**src/rtl/pe_acc_requant_pkg.sv**
```systemverilog
// rtl/pe_acc_requant_pkg.sv - shared widths, state encoding and saturation limits for pe_acc_requant
package pe_acc_requant_pkg;

    localparam int IW_DEF    = 18;
    localparam int ACC_W_DEF = 24;
    localparam int OW_DEF    = 8;
    localparam int SH_W_DEF  = 5;
    localparam int CNT_W_DEF = 8;

    typedef enum logic {
        ST_ACC = 1'b0,
        ST_OUT = 1'b1
    } state_t;

    function automatic longint sat_max(input int w);
        return (longint'(1) << (w - 1)) - 1;
    endfunction

    function automatic longint sat_min(input int w);
        return -(longint'(1) << (w - 1));
    endfunction

endpackage

```
**src/rtl/pe_acc_requant_requant_sat.sv**
```systemverilog
// rtl/pe_acc_requant_requant_sat.sv - combinational ReLU, round-half-up arithmetic shift and output saturation
import pe_acc_requant_pkg::*;

module requant_sat #(
    parameter int ACC_W = ACC_W_DEF,
    parameter int OW    = OW_DEF,
    parameter int SH_W  = SH_W_DEF
) (
    input  logic signed [ACC_W-1:0] final_val,
    input  logic        [SH_W-1:0]  shift,
    input  logic                    relu,
    output logic signed [OW-1:0]    q_data,
    output logic                    q_sat
);

    localparam logic signed [ACC_W:0] Q_MAX = (ACC_W+1)'(sat_max(OW));
    localparam logic signed [ACC_W:0] Q_MIN = (ACC_W+1)'(sat_min(OW));

    logic signed [ACC_W:0] v;
    logic signed [ACC_W:0] rnd;
    logic signed [ACC_W:0] sum;
    logic signed [ACC_W:0] r;

    // One guard bit keeps the rounding add from overflowing at the accumulator max.
    always_comb begin
        v = (relu && final_val[ACC_W-1]) ? '0 : {final_val[ACC_W-1], final_val};
        rnd = '0;
        if (shift != '0)
            rnd = (ACC_W+1)'(1) << (shift - SH_W'(1));
        sum = v + rnd;
        r = sum >>> shift;
        q_sat = 1'b0;
        q_data = r[OW-1:0];
        if (r > Q_MAX) begin
            q_data = Q_MAX[OW-1:0];
            q_sat = 1'b1;
        end else if (r < Q_MIN) begin
            q_data = Q_MIN[OW-1:0];
            q_sat = 1'b1;
        end
    end

endmodule

```
**src/rtl/pe_acc_requant.sv**
```systemverilog
// rtl/pe_acc_requant.sv - saturating group accumulator with requantization and valid/ready handshake
import pe_acc_requant_pkg::*;

module pe_acc_requant #(
    parameter int IW    = IW_DEF,
    parameter int ACC_W = ACC_W_DEF,
    parameter int OW    = OW_DEF,
    parameter int SH_W  = SH_W_DEF,
    parameter int CNT_W = CNT_W_DEF
) (
    input  logic                   i_clk,
    input  logic                   i_resetn,
    input  logic                   in_valid,
    output logic                   in_ready,
    input  logic signed [IW-1:0]   in_data,
    input  logic                   in_last,
    input  logic        [SH_W-1:0] cfg_shift,
    input  logic                   cfg_relu,
    output logic                   out_valid,
    input  logic                   out_ready,
    output logic signed [OW-1:0]   out_data,
    output logic                   out_sat,
    output logic        [CNT_W-1:0] out_cnt
);

    localparam logic signed [ACC_W-1:0] ACC_MAX = ACC_W'(sat_max(ACC_W));
    localparam logic signed [ACC_W-1:0] ACC_MIN = ACC_W'(sat_min(ACC_W));

    state_t                  state;
    logic signed [ACC_W-1:0] acc;
    logic        [CNT_W-1:0] cnt;
    logic                    sat_flag;

    logic signed [ACC_W:0]   in_ext;
    logic signed [ACC_W:0]   sum_w;
    logic                    add_ovf;
    logic signed [ACC_W-1:0] sum_sat;
    logic        [CNT_W-1:0] cnt_inc;
    logic signed [OW-1:0]    rq_data;
    logic                    rq_sat;

    assign in_ready = (state == ST_ACC);

    // Add in ACC_W+1 bits; disagreeing top bits mean the ACC_W result overflowed.
    always_comb begin
        in_ext  = {{(ACC_W+1-IW){in_data[IW-1]}}, in_data};
        sum_w   = {acc[ACC_W-1], acc} + in_ext;
        add_ovf = sum_w[ACC_W] ^ sum_w[ACC_W-1];
        if (add_ovf)
            sum_sat = sum_w[ACC_W] ? ACC_MIN : ACC_MAX;
        else
            sum_sat = sum_w[ACC_W-1:0];
        cnt_inc = (&cnt) ? cnt : cnt + CNT_W'(1);
    end

    requant_sat #(
        .ACC_W (ACC_W),
        .OW    (OW),
        .SH_W  (SH_W)
    ) u_requant_sat (
        .final_val (sum_sat),
        .shift     (cfg_shift),
        .relu      (cfg_relu),
        .q_data    (rq_data),
        .q_sat     (rq_sat)
    );

    always_ff @(posedge i_clk or negedge i_resetn) begin
        if (!i_resetn) begin
            state     <= ST_ACC;
            acc       <= '0;
            cnt       <= '0;
            sat_flag  <= 1'b0;
            out_valid <= 1'b0;
            out_data  <= '0;
            out_sat   <= 1'b0;
            out_cnt   <= '0;
        end else begin
            case (state)
                ST_ACC: begin
                    if (in_valid) begin
                        if (in_last) begin
                            out_data  <= rq_data;
                            out_sat   <= sat_flag | add_ovf | rq_sat;
                            out_cnt   <= cnt_inc;
                            out_valid <= 1'b1;
                            acc       <= '0;
                            cnt       <= '0;
                            sat_flag  <= 1'b0;
                            state     <= ST_OUT;
                        end else begin
                            acc      <= sum_sat;
                            cnt      <= cnt_inc;
                            sat_flag <= sat_flag | add_ovf;
                        end
                    end
                end
                ST_OUT: begin
                    if (out_ready) begin
                        out_valid <= 1'b0;
                        state     <= ST_ACC;
                    end
                end
                default: state <= ST_ACC;
            endcase
        end
    end

endmodule
```
**config.mk**
```make
export PLATFORM = sky130hd
export DESIGN_NAME = pe_acc_requant
export DESIGN_NICKNAME = d
export VERILOG_FILES = /design/src/rtl/pe_acc_requant_pkg.sv /design/src/rtl/pe_acc_requant_requant_sat.sv /design/src/rtl/pe_acc_requant.sv
export SDC_FILE = /design/constraint.sdc
export NUM_CORES = 1
export LEC_CHECK = 0
export ABC_AREA = 0
export CORE_MARGIN = 5
export CORE_UTILIZATION = 30
export DETAILED_ROUTE_END_ITERATION = 12
export SLEW_MARGIN = 20
export SYNTH_ARGS = -nofsm -noshare
export SYNTH_HDL_FRONTEND = slang
export SYNTH_SLANG_ARGS = --single-unit
```
**constraint.sdc**
```tcl
create_clock -name i_clk -period 9.3 [get_ports i_clk]
set_clock_uncertainty 0.1 [all_clocks]
set_input_delay 1.86 -clock i_clk [delete_from_list [all_inputs] [get_ports i_clk]]
set_output_delay 1.86 -clock i_clk [all_outputs]
set_load 0.01 [all_outputs]
```
**Word-level counts from Yosys, hierarchy flattened**

Cells that the tools add are included.

- Output and inout port bits: 19
- Input bits: 29
- Word-level logic and storage cells: 49
- Flip-flop bits (word level): 52

- Reduce and logical (&&, ||, !) cells: 6
- Add/subtract/negate cells: 4
- $lt $le $gt $ge: 2
- Equal/unequal tests: 3
- Shift operators: 2
- Bitwise operators: 4
- Mux-type cells: 20

Operators with widths:

| kind | number |
|---|---|
| two-way mux 24 bit | 3 |
| two-way mux 25 bit | 2 |
| two-way mux 8 bit | 4 |
| adder 24 x 18 -> 25 bit | 1 |
| adder 25 bit | 1 |
| > comparator 25 x 8 -> 1 bit (second input constant) | 1 |
| less-than comparator 25 x 8 -> 1 bit (second input constant) | 1 |
| left shift 1 x 5 -> 25 bit (first input constant) | 1 |
| >>> shifter 25 x 5 -> 25 bit | 1 |
| two-way mux 1 bit | 9 |
| adder 8 x 1 -> 8 bit (second input constant) | 1 |
| AND reduction 8 bit | 1 |
| AND reduction 3 bit | 2 |
| nonzero test 5 bit | 1 |
| subtractor 5 x 1 -> 5 bit (second input constant) | 1 |
| inequality test 2 bit (second input constant) | 2 |
| case mux 1 bit (2 select lines) | 2 |
| inequality test 2 x 1 -> 1 bit (second input constant) | 1 |
| bitwise OR 1 bit | 2 |
| AND reduction 2 bit | 1 |
| logical AND 1 bit | 1 |
| inverter 1 bit | 1 |
| XOR 1 bit | 1 |

**Logic depth before layout (Yosys ltp)**

Gate-level depths: netlist of run 1.

- Word-level depth: 11
- Depth in mapped cells: 36
- Depth with buffers taken out: 34

**Modules after synthesis**

Synthesis of run 1 repeated with hierarchy kept, for this count alone.

- Cells, all modules: 1060
- Area, all modules: 7907.6 µm²

By module, submodules not included:

| module | area an instance (µm²) | cells an instance | instances |
|---|---|---|---|
| requant_sat | 4186.5 | 640 | 1 |
| pe_acc_requant | 3721.1 | 420 | 1 |

**Worst setup path before layout of run 1**

OpenSTA, ideal clock, no wires.

- Kind: input port to flip-flop
- Start point: input in_data[1]
- End point: register out_data[3]
- Cell stages on the path: 35
- Path buffers: 3
- Required time: 9123 ps
- Arrival time: 8988 ps
- Setup slack: 135 ps
- Setup time: 77 ps
- Path through: ha_1 -> a21o_1 -> a21o_1 -> a2111oi_0 -> o31ai_1 -> a31oi_1 -> o31ai_1 -> o221ai_1 -> o21ai_0 -> a21oi_1 -> o21bai_1 -> a211oi_1 -> nor2_1 -> xnor2_1 -> ha_1 -> and2_1 -> clkbuf_1 -> clkbuf_1 -> a21oi_1 -> nor2_1 -> ha_1 -> buf_2 -> a21oi_1 -> o21ai_0 -> a2111oi_0 -> a21oi_1 -> xor2_1 -> o22ai_1 -> a2111oi_4 -> o22ai_1 -> o31a_1 -> o41ai_2 -> a21o_2 -> o221ai_1 -> a21oi_1

- Word-level cells in the longest chain between the ends: 10

RTL lines:

| item | RTL line | source |
|---|---|---|
| start: declaration | pe_acc_requant.sv:15 | `input logic signed [IW-1:0] in_data,` |
| adder 24 x 18 -> 25 bit (*) | pe_acc_requant.sv:47 | `sum_w = {acc[ACC_W-1], acc} + in_ext;` |
| two-way mux 24 bit or XOR 1 bit (tied branches) | pe_acc_requant.sv:50, pe_acc_requant.sv:48 |  |
| two-way mux 24 bit (*) | pe_acc_requant.sv:49 | `if (add_ovf)` |
| logical AND 1 bit | pe_acc_requant_requant_sat.sv:26 | `v = (relu && final_val[ACC_W-1]) ? '0 : {final_val[ACC_W-1], final_val};` |
| two-way mux 25 bit (*) | pe_acc_requant_requant_sat.sv:26 |  |
| adder 25 bit (*) | pe_acc_requant_requant_sat.sv:30 | `sum = v + rnd;` |
| >>> shifter 25 x 5 -> 25 bit (*) | pe_acc_requant_requant_sat.sv:31 | `r = sum >>> shift;` |
| less-than comparator 25 x 8 -> 1 bit | pe_acc_requant_requant_sat.sv:37 | `end else if (r < Q_MIN) begin` |
| two-way mux 8 bit | pe_acc_requant_requant_sat.sv:37 |  |
| two-way mux 8 bit (*) | pe_acc_requant_requant_sat.sv:34 | `if (r > Q_MAX) begin` |
| end signal: assignment | pe_acc_requant.sv:83 | `out_data <= rq_data;` |
| end: declaration | pe_acc_requant.sv:21 | `output logic signed [OW-1:0] out_data,` |

Every way passes the cells marked *; elsewhere a longest branch is shown, timed or not.
A chain may end at the register's enable or synchronous reset.

**Worst setup path in the final report of run 1**

- Start point: input in_data[5]
- End point: register out_sat

- Word-level cells in the longest chain between the ends: 11

RTL lines:

| item | RTL line | source |
|---|---|---|
| adder 24 x 18 -> 25 bit (*) | pe_acc_requant.sv:47 |  |
| two-way mux 24 bit or XOR 1 bit (tied branches) | pe_acc_requant.sv:50, pe_acc_requant.sv:48 |  |
| two-way mux 24 bit | pe_acc_requant.sv:49 |  |
| logical AND 1 bit | pe_acc_requant_requant_sat.sv:26 |  |
| two-way mux 25 bit | pe_acc_requant_requant_sat.sv:26 |  |
| adder 25 bit | pe_acc_requant_requant_sat.sv:30 |  |
| >>> shifter 25 x 5 -> 25 bit | pe_acc_requant_requant_sat.sv:31 |  |
| less-than comparator 25 x 8 -> 1 bit | pe_acc_requant_requant_sat.sv:37 |  |
| two-way mux 1 bit | pe_acc_requant_requant_sat.sv:37 |  |
| two-way mux 1 bit | pe_acc_requant_requant_sat.sv:34 |  |
| bitwise OR 1 bit (*) | pe_acc_requant.sv:84 | `out_sat <= sat_flag \| add_ovf \| rq_sat;` |
| end signal: assignment | pe_acc_requant.sv:84 |  |
| end: declaration | pe_acc_requant.sv:22 | `output logic out_sat,` |

Marked as above.

==> results of run 1 <==
power groups by stage:
| stage | combinational, µW | clock (µW) | sequential (µW) |
|---|---|---|---|
| after detailed placement | 3750 | 0 | 341 |
| after global placement | 3740 | 0 | 339 |
| final | 4350 | 219 | 338 |
| after floorplan | 2090 | 0 | 335 |
| after CTS | 3870 | 224 | 337 |
| after global routing | 4650 | 234 | 347 |
worst register-to-register path, delay by kind of cell, from the launching register on:
| kind | cells | cell delay, ps |
|---|---|---|
| buffers and inverters | 5 | 640 |
| AOI/OAI and AO/OA | 22 | 4390 |
| adders and majority gates | 4 | 1090 |
| DFF | 1 | 430 |
| muxes | 1 | 320 |
| xor gates and xnor gates | 1 | 310 |
| and+or+nand+nor | 3 | 350 |
cells in the final DEF (no fill, tap or decap), types with 6 or more instances in the layout:
| cell type | n |
|---|---|
| a211o_1 | 6 |
| a211oi_1 | 12 |
| a21o_1 | 20 |
| a21oi_1 | 69 |
| a21oi_2 | 17 |
| a21oi_4 | 6 |
| a31oi_1 | 8 |
| and2_1 | 10 |
| buf_4 | 234 |
| clkdlybuf4s50_1 | 43 |
| dfrtp_1 | 52 |
| ha_1 | 46 |
| inv_1 | 18 |
| mux2i_1 | 25 |
| nand2_1 | 103 |
| nand2b_1 | 6 |
| nand3_1 | 27 |
| nand4_1 | 11 |
| nor2_1 | 121 |
| nor2_2 | 7 |
| nor2b_1 | 7 |
| nor3_1 | 17 |
| nor4_1 | 8 |
| o211ai_1 | 15 |
| o21a_1 | 14 |
| o21ai_0 | 62 |
| o21ai_1 | 6 |
| o31ai_2 | 8 |
| or3_1 | 8 |
| xnor2_1 | 28 |
| xor2_1 | 17 |
layout make-up:
type                    instances  area [µm²]
flip-flops and latches         52        1300
clock buffers                   5         125
fillers                      2350       13100
multi-input cells             843        6160
inverters                      19        71.3
well taps                     319         399
clock inverters                 3        46.3
repair buffers                288        2330
sequential cells by signal (all words and copies together) (netlist names):
register / flops
acc: 24
cnt: 8
out_cnt: 8
out_data: 8
out_sat: 1
out_valid: 1
sat_flag: 1
state: 1
routing by layer:
metal | vias up | global-route usage, % | part of all wire, %
met2 | 292 | 30.8 | 47
met5 | - | 0 | 0
li1 | 4112 | - | -
met4 | 0 | 5.90 | 2.9
met3 | 68 | 1.95 | 5.9
met1 | 4067 | 25.2 | 44
metrics by stage:
stage | worst slack [ps] | area [µm²] | TNS [ps] | cells | utilization (%)
6_report | 153 | 10400 | 0 | 1529 | 44.3
5_1_grt | -123 | 10400 | -855 | 1529 | 44.3
4_1_cts | 0.965 | 9820 | 0 | 1511 | 41.7
3_5_place_dp | -659 | 9470 | -5130 | 1497 | 40.2
3_3_place_gp | -567 | 9470 | -4190 | 1497 | 40.2
2_1_floorplan | 135 | 7210 | 0 | 974 | -
logic make-up (layout without fill, tap and decap cells):
family | Yosys count | count (layout) | synth area share, %
compound gates | 345 | 345 | 33.6
xor+xnor | 47 | 47 | 5.71
fa+ha+maj | 53 | 53 | 9.40
buf+inv | 79 | 315 | 4.39
flops | 52 | 52 | 18.0
mux | 36 | 36 | 6.02
simple gates | 362 | 362 | 22.8
worst max path at each step:
stage	startpoint	slack, ps	end
after detailed placement	in_data[1]	-660	out_sat$_DFFE_PN0P_
after global placement	in_data[0]	-570	out_sat$_DFFE_PN0P_
final	in_data[5]	150	out_sat$_DFFE_PN0P_
after floorplan	in_data[1]	130	out_data[3]$_DFFE_PN0P_
after global routing	in_data[5]	-120	out_sat$_DFFE_PN0P_
after CTS	in_data[0]	1	out_data[3]$_DFFE_PN0P_
repair_timing:
| item | CTS | global route |
|---|---|---|
| buffers inserted | 6 | 16 |
| gates cloned | 0 | 2 |
| gates resized for setup | 30 | 100 |
| endpoints found under the setup margin | 8 | 8 |
| pin swaps | 13 | 61 |
==> impl_results.md, run 1 <==
* Slew headroom at 44.3%
* Core Area at about 24,000 µm²
* Fin nets at ~1,300
* Cells after Synth at 974
* Max clock buf depth at 2
* CTS tree: yes
* DR DRC count at 0
* Post-synth top area cell: dfrtp_1
* Wire length per cell at 17.6 µm
* Synth Area per Inst at between 7 and 8 µm²
* CP startpoint kind: input port
* Initial Utilization at between 30% and 40%
* Register share of total power at under 10%
* Largest net degree at the start of global routing at 53
* Flops & latches, synth at between 50 and 60
* Row count at 56
* Fmax at between 100 and 150 MHz
* Clock sink total at 52
* Skew-Pair Late Insertion Delay at roughly 300 ps
* Worst Path Required at 9370 ps
* Setup violators final at 0
* Measured slew at the worst slew-check pin at 836 ps
* R2R Path Start: acc[1]$_DFFE_PN0P_
* Port-buffer cells at 47
* Critical path class: input port to register
* Slowest CP cell: clkdlybuf4s50_1
* Status: completed
* Initial drt markers at approximately 720
* Most used cell, CP: o31ai_2
* Tot GR Track Use at between 10% and 20%
* Area growth from synthesis to layout at 44.7%
* Worst Path Max Fanout at 8
* Clock Pin Slew Worst Setup and Hold Paths at roughly 70 ps
* WHS Endpoint: out_cnt[1]$_DFFE_PN0P_
* DRT antenna net count at 0
* Detailed Routing Iterations Pass 1 at 5
* Post-synth EDFFs at 0
* Total CTS buffers at 5
* Ant diodes at 0
* Slew Limit Fails at 0
* Reg2reg setup slack at 1540 ps
* Worst path max stage delay at 440 ps
* Initial antenna violation count at 0
* CP delay by family, top: compound AO/OA/AOI/OAI gates
* Switching share of total power at between 40% and 50%
* Fin Hold WS at around 380 ps
* Hold Path Depth at 2
* Count leader, synth: nor2_1
* Yosys cell types at between 80 and 90
* Worst hold path type: register to register
* Remaining Overflow, GRT at 0
* Min Tclk post-route at 9150 ps
* Share of cells above drive strength 1 at between 30% and 40%
* Peak VDD IR at about 0.21 mV
* Total power at a little under 5000 µW
* Max_cap viols at 0
* Final Hold Fails at 0
* Routed WL at between 20,000 and 30,000 µm
* Post-Syn Area at slightly above 7000 µm²
* Die X at around 170 µm
* Synth async-reset ratio at 100%
* First-pass GRT wire length at roughly 41,000 µm
* Leakage power at 0.00465 µW
* Ys Warns at 0
* Cells on worst reg2reg path at 36
* Vias in the first global route at 8,002
* Clock Power Share at around 4.5%
* Number of cells on the critical path at 35
* Synth cell count leaders: 128 x nor2_1, 104 x nand2_1, 89 x a21oi_1, 69 x o21ai_0, 52 x dfrtp_1
* Worst r2r dst: out_sat$_DFFE_PN0P_
* Critical Path Sink Type: register
* Hold buffers post-CTS at 0
* Vias after detailed routing at 8,539
* P per Cell Area at around 470 nW/µm²
* NetSw at approximately 2400 µW
* Syn_nets at approximately 1,100
* CTS H-tree lvls at 2
* CTS Root Buffer Type: clkbuf_16
* Crit path DAT at roughly 9000 ps
* Synth top area cells: dfrtp_1 18%, ha_1 8.8%, nor2_1 6.7%
* P_int at 2480 µW
* Final GP Congestion at around 0.94
* Post-synth top flop: dfrtp_1
* Avg Vias per Cell at 5.58
* Post-synthesis sequential area ratio at 18.0%
* Buf/Inv on CP at 4
* DP HPWL at 20,000 µm
* Fin crit share at between 90% and 100%
* DIE HEIGHT at between 150 and 200 µm
* Comb power frac at 88.6%
* Yosys top cell area share at ~18%
* Die Area at roughly 27,000 µm²
* Hold path start: out_cnt[1]$_DFFE_PN0P_
* I/O pin cnt at 48
No activity file was read; power rests on OpenSTA's default activity.
==> run 2, diff against run 1 <==
--- a/config.mk
+++ b/config.mk
@@ -13,3 +13,4 @@
 export SYNTH_ARGS = -nofsm -noshare
 export SYNTH_HDL_FRONTEND = slang
 export SYNTH_SLANG_ARGS = --single-unit
+export TNS_END_PERCENT = 1
==> results of run 2 <==
Same layout as run 1: the final DEF is identical, and so are final timing and power.
